`config.mk`:
```
export PLATFORM = sky130hd
export DESIGN_NAME = branch_resolve_unit
export DESIGN_NICKNAME = d
export VERILOG_FILES = /design/src/rtl/branch_resolve_unit_pkg.sv /design/src/rtl/branch_resolve_unit_bht.sv /design/src/rtl/branch_resolve_unit.sv
export SDC_FILE = /design/constraint.sdc
export NUM_CORES = 1
export LEC_CHECK = 0
export CORE_UTILIZATION = 59
export DETAILED_ROUTE_END_ITERATION = 8
export DONT_BUFFER_PORTS = 1
export HOLD_SLACK_MARGIN = 0.12
export PLACE_DENSITY = 0.85
export SLEW_MARGIN = 20
export SYNTH_ARGS = -nofsm -noshare
export SYNTH_HDL_FRONTEND = slang
export SYNTH_HIERARCHICAL = 1
export SYNTH_SLANG_ARGS = --single-unit
```
`constraint.sdc`:
```
create_clock -name clk -period 3.7 [get_ports clk]
set_clock_uncertainty 0.2 [all_clocks]
set_input_delay 0.37 -clock clk [delete_from_list [all_inputs] [get_ports clk]]
set_output_delay 0.37 -clock clk [all_outputs]
set_load 0.01 [all_outputs]
```
`src/rtl/branch_resolve_unit_pkg.sv`:
```
// Shared branch-unit definitions: compare operations, branch encodings
// and the 2-bit saturating counter helpers used by the predictor table.
package branch_resolve_unit_pkg;

  typedef enum logic [2:0] {
    CMP_EQ,
    CMP_NE,
    CMP_LT,
    CMP_GE,
    CMP_LTU,
    CMP_GEU,
    CMP_NOP
  } alu_cmp_op_e;

  localparam logic [6:0] OPCODE_BRANCH = 7'b1100011;

  localparam logic [2:0] F3_BEQ  = 3'd0;
  localparam logic [2:0] F3_BNE  = 3'd1;
  localparam logic [2:0] F3_BLT  = 3'd4;
  localparam logic [2:0] F3_BGE  = 3'd5;
  localparam logic [2:0] F3_BLTU = 3'd6;
  localparam logic [2:0] F3_BGEU = 3'd7;

  // Weak not-taken: the first taken outcome flips the prediction.
  localparam logic [1:0] BHT_RESET_VAL = 2'b01;

  // Maps a branch func3 field to its compare operation; the two
  // reserved encodings fall through to CMP_NOP.
  function automatic alu_cmp_op_e decode_cmp(input logic [2:0] func3);
    alu_cmp_op_e op;
    case (func3)
      F3_BEQ:  op = CMP_EQ;
      F3_BNE:  op = CMP_NE;
      F3_BLT:  op = CMP_LT;
      F3_BGE:  op = CMP_GE;
      F3_BLTU: op = CMP_LTU;
      F3_BGEU: op = CMP_GEU;
      default: op = CMP_NOP;
    endcase
    return op;
  endfunction

  // Saturating step of a 2-bit counter towards the resolved outcome.
  function automatic logic [1:0] sat_update(input logic [1:0] ctr, input logic taken);
    logic [1:0] next;
    next = ctr;
    if (taken && ctr != 2'b11) begin
      next = ctr + 2'b01;
    end else if (!taken && ctr != 2'b00) begin
      next = ctr - 2'b01;
    end
    return next;
  endfunction

endpackage

```
`src/rtl/branch_resolve_unit_bht.sv`:
```
// 2-bit saturating branch history table: one combinational read port for
// fetch, one synchronous training port for resolve. A same-cycle read of
// the entry being trained returns the old counter value.
module bht_2bit
  import branch_resolve_unit_pkg::*;
#(
  parameter int IDX_W = 6
) (
  input  logic             clk,
  input  logic             rst,
  input  logic [IDX_W-1:0] rd_idx,
  output logic [1:0]       rd_ctr,
  input  logic             wr_en,
  input  logic [IDX_W-1:0] wr_idx,
  input  logic             wr_taken
);

  localparam int ENTRIES = 2 ** IDX_W;

  logic [1:0] table_q [ENTRIES];

  assign rd_ctr = table_q[rd_idx];

  // Reset every counter to weak not-taken, otherwise train the indexed entry.
  always_ff @(posedge clk) begin
    if (rst) begin
      for (int i = 0; i < ENTRIES; i++) begin
        table_q[i] <= BHT_RESET_VAL;
      end
    end else if (wr_en) begin
      table_q[wr_idx] <= sat_update(table_q[wr_idx], wr_taken);
    end
  end

endmodule

```
`src/rtl/branch_resolve_unit.sv`:
```
// Branch execution stage: resolves conditional branches, computes target
// and redirect, flags mispredictions, trains the BHT and counts retired
// branches. One registered output stage with valid/ready on both sides.
module branch_resolve_unit
  import branch_resolve_unit_pkg::*;
#(
  parameter int XLEN      = 32,
  parameter int BHT_IDX_W = 6,
  parameter int CNT_W     = 32
) (
  input  logic             clk,
  input  logic             rst,
  input  logic             flush,
  input  logic [XLEN-1:0]  pred_pc,
  output logic             pred_taken,
  input  logic             in_valid,
  output logic             in_ready,
  input  logic [XLEN-1:0]  in_pc,
  input  logic [31:0]      in_instr,
  input  logic [XLEN-1:0]  in_rs1_val,
  input  logic [XLEN-1:0]  in_rs2_val,
  input  logic             in_pred_taken,
  output logic             out_valid,
  input  logic             out_ready,
  output logic             out_taken,
  output logic [XLEN-1:0]  out_target,
  output logic             out_mispredict,
  output logic [XLEN-1:0]  out_redirect,
  output logic             out_illegal,
  output logic             out_misalign,
  output logic [CNT_W-1:0] branch_cnt,
  output logic [CNT_W-1:0] mispred_cnt
);

  localparam logic [XLEN-1:0]  PC_STEP = XLEN'(4);
  localparam logic [CNT_W-1:0] CNT_ONE = CNT_W'(1);

  logic [6:0]      opcode;
  logic [2:0]      func3;
  alu_cmp_op_e     cmp_op;
  logic [12:0]     imm13;
  logic [XLEN-1:0] imm_sext;
  logic [XLEN-1:0] target;
  logic [XLEN-1:0] pc_plus4;
  logic            cmp_true;
  logic            illegal;
  logic            taken;
  logic            misalign;
  logic            mispredict;
  logic [XLEN-1:0] redirect;
  logic            accept;
  logic            drain;
  logic [1:0]      pred_ctr;
  logic            unused_bits;

  assign opcode   = in_instr[6:0];
  assign func3    = in_instr[14:12];
  assign cmp_op   = decode_cmp(func3);
  assign imm13    = {in_instr[31], in_instr[7], in_instr[30:25], in_instr[11:8], 1'b0};
  assign imm_sext = {{(XLEN-13){imm13[12]}}, imm13};
  assign target   = in_pc + imm_sext;
  assign pc_plus4 = in_pc + PC_STEP;

  // Operand comparison selected by the decoded branch condition.
  always_comb begin
    cmp_true = 1'b0;
    case (cmp_op)
      CMP_EQ:  cmp_true = (in_rs1_val == in_rs2_val);
      CMP_NE:  cmp_true = (in_rs1_val != in_rs2_val);
      CMP_LT:  cmp_true = ($signed(in_rs1_val) <  $signed(in_rs2_val));
      CMP_GE:  cmp_true = ($signed(in_rs1_val) >= $signed(in_rs2_val));
      CMP_LTU: cmp_true = (in_rs1_val <  in_rs2_val);
      CMP_GEU: cmp_true = (in_rs1_val >= in_rs2_val);
      default: cmp_true = 1'b0;
    endcase
  end

  // A misaligned taken branch still resolves as taken with the bad target;
  // the trap is raised downstream, so it never counts as a mispredict.
  assign illegal    = (opcode != OPCODE_BRANCH) || (func3 == 3'd2) || (func3 == 3'd3);
  assign taken      = !illegal && cmp_true;
  assign misalign   = taken && target[1];
  assign mispredict = !illegal && !misalign && (taken != in_pred_taken);
  assign redirect   = taken ? target : pc_plus4;

  assign in_ready = !out_valid || out_ready;
  assign accept   = in_valid && in_ready && !flush;
  assign drain    = out_valid && out_ready && !out_illegal;

  assign pred_taken = pred_ctr[1];

  assign unused_bits = ^{pred_pc[XLEN-1:BHT_IDX_W+2], pred_pc[1:0], in_instr[24:15]};

  bht_2bit #(
    .IDX_W(BHT_IDX_W)
  ) u_bht (
    .clk     (clk),
    .rst     (rst),
    .rd_idx  (pred_pc[BHT_IDX_W+1:2]),
    .rd_ctr  (pred_ctr),
    .wr_en   (accept && !illegal),
    .wr_idx  (in_pc[BHT_IDX_W+1:2]),
    .wr_taken(taken)
  );

  // Output register: load on accept, hold under backpressure, clear on flush or drain.
  always_ff @(posedge clk) begin
    if (rst) begin
      out_valid      <= 1'b0;
      out_taken      <= 1'b0;
      out_target     <= '0;
      out_mispredict <= 1'b0;
      out_redirect   <= '0;
      out_illegal    <= 1'b0;
      out_misalign   <= 1'b0;
    end else if (flush) begin
      out_valid <= 1'b0;
    end else if (accept) begin
      out_valid      <= 1'b1;
      out_taken      <= taken;
      out_target     <= target;
      out_mispredict <= mispredict;
      out_redirect   <= redirect;
      out_illegal    <= illegal;
      out_misalign   <= misalign;
    end else if (out_ready) begin
      out_valid <= 1'b0;
    end
  end

  // Saturating perf counters, bumped when a legal result leaves the stage.
  always_ff @(posedge clk) begin
    if (rst) begin
      branch_cnt  <= '0;
      mispred_cnt <= '0;
    end else if (drain) begin
      if (branch_cnt != '1) begin
        branch_cnt <= branch_cnt + CNT_ONE;
      end
      if (out_mispredict && mispred_cnt != '1) begin
        mispred_cnt <= mispred_cnt + CNT_ONE;
      end
    end
  end

endmodule

```
==> results by group <==
Placement
  – DP Cell Count: 2,019
  – Place WS: -0.1786 ns
  – Post-DP HPWL: 30,850 um
  – DP Area: ~0.016 mm2
  – PortBufs: 0
  – GPL Wtd Cong: 0.9420

Logic synthesis
  – Syn_area_per_cell: 9.221 um2
  – Syn_nets: between 1,500 and 2,000
  – Synthesized area: 0.01605 mm2
  – Synth warnings: 6
  – Syn Inst Count: 1,741

Setup path
  – CP Data Required Time: 3.92 ns
  – Crit Path Class: in -> reg
  – Critical Path End Type: register
  – Critical path arrival: 3.87 ns
  – Crit path from: in_instr[8]
  – Crit start category: primary input
  – R2r startpoint: u_bht/table_q[53][0]$_SDFFCE_PN1P_
  – Reg2reg path depth: 11
  – Worst setup path end: out_redirect[31]$_SDFFE_PP0P_
  – Worst-path fanout max: 4
  – Internal reg-to-reg setup slack: 0.12 ns
  – FF-to-FF End: u_bht/table_q[25][0]$_SDFFCE_PN1P_

Clocking
  – Worst-Skew Late Latency: 0.55 ns
  – CTS tree: yes
  – CTS max path bufs: 3
  – Cts bufs inserted: 26
  – Root buffer cell: clkbuf_16
  – H-tree lvl count: 1
  – CTS clk-pin slew, worst paths: 0.06 ns
  – Clock sinks: 260
  – Post-CTS Setup Bufs: 0

Global route
  – GRT Util Overall: 0.3374
  – Antenna violations before repair: 0
  – Largest net degree at the start of global routing: 180
  – Gr ovfl total: 0
  – First-pass GRT wire length: 74,990 um
  – Vias in the first global route: 14,030

STA
  – Slew @ Worst Pin: 1.019 ns
  – Fin crit share: 0.9864
  – Setup TNS: 0 ns
  – Max Clk Rate: roughly 270 MHz
  – Max-slew violation count: 0
  – Final setup vio count: 0
  – Max-slew headroom: 0.3206
  – Final hold slack: 0.1366 ns
  – Setup slack after layout: between 0.05 and 0.06 ns
  – Final Hold Viols: 0
  – Fin crit period: 3.650 ns

Finish
  – Synth-to-Final Area Change: 11.95%
  – Antenna cells: 0
  – Most common cell after layout, fill and taps aside: nand2_1
  – Nets: 2,006
  – Most frequent cells in the layout: nand2_1, nor2_1, dfxtp_1
  – Final Non-Filler Cells: 2,130
  – Share of post-route cells with drive strength above 1: 0.1392
  – Design area: 0.01797 mm2

Floorplan
  – I/O Pins: around 300
  – Rows: 60
  – Full die area: 0.02787 mm2
  – DIE HEIGHT: 167.0 um
  – Core footprint: 0.02680 mm2
  – Die W: 167.0 um
  – Starting density of the core: 0.5990

Drt
  – Avg WL per Cell: between 20 and 25 um
  – Final ANT Viol Nets: 0
  – Initial DRC count: 1,632
  – First-pass detailed-route iteration total: 9
  – Via count: ~14,000
  – Mean number of vias per cell: roughly 6.7
  – Routed WL: 47,880 um
  – DRC violations left: 0

Pwr
  – Power Dens Cells: 405.8 mW/mm2
  – Leakage power: 0.006370 uW
  – Maximum VDD drop: 0.3367 mV

Run
  – # Max-Cap Violations: 0

Status
  – Status: completed

Min path
  – HP Class: in -> reg
worst min-delay path by stage:
| stage | to | depth (start not counted) | slack, ns | start |
|---|---|---|---|---|
| floorplan | out_valid$_SDFFE_PP0P_ | 1 | 0.25 | flush |
| global placement | out_valid$_SDFFE_PP0P_ | 1 | 0.25 | flush |
| detailed placement | branch_cnt[9]$_SDFFE_PP0P_ | 1 | 0.25 | rst |
| CTS | out_target[10]$_SDFFE_PP0P_ | 4 | 0.12 | in_instr[30] |
| global route | out_target[10]$_SDFFE_PP0P_ | 4 | 0.15 | in_instr[30] |
| finish | out_target[5]$_SDFFE_PP0P_ | 4 | 0.14 | in_pc[5] |
critical path, cell delays in order:
cell and delay [ns]:
dlygate4sd3_1 0.53, ha_1 0.31, inv_1 0.09, fa_1 0.40, nand2b_1 0.18, a21o_1 0.24
a211oi_2 0.32, nor2_1 0.17, a31oi_1 0.39, o21ai_0 0.24, xnor2_1 0.23, nor2_1 0.07
a221o_1 0.32
per-stage QoR:
step,utilization,power [uW]
after CTS,0.6695,7236
after detailed placement,0.6120,4423
final,0.6705,7293
after global routing,0.6705,7510
after global placement,0.6120,4384
after floorplan,-,4132
repair_timing:
action                                 4_1_cts  5_1_grt
setup endpoints to repair                    0        3
gates resized for setup                      0        4
endpoints found under the hold margin      263        6
hold buffers                                63        1
state kept, by name (all words and copies together), names as in the netlist, 31 cells and up:
name,cells
out_target,32
u_bht/table_q,128
branch_cnt,32
out_redirect,31
mispred_cnt,32
report_power, final:
part / internal (uW) / switching, uW
clock network: 1630 / 1150
logic: 510 / 844
registers: 3080 / 80.1
total: 5220 / 2070
layout make-up:
type,count,area [um2]
fill,1914,8830
multi-input combinational,1323,8892
tap,341,426.7
clock inverter,17,196.4
sequential,260,6486
clock buffer,30,696.9
inverter,53,198.9
timing repair buffer,106,1074
routing by layer:
metal,part of all wire,global-route usage
met1,0.35,0.3974
met2,0.47,0.5552
met3,0.11,0.08555
met4,0.064,0.2037
met5,0,0
Power figures use the tool's default switching activity.
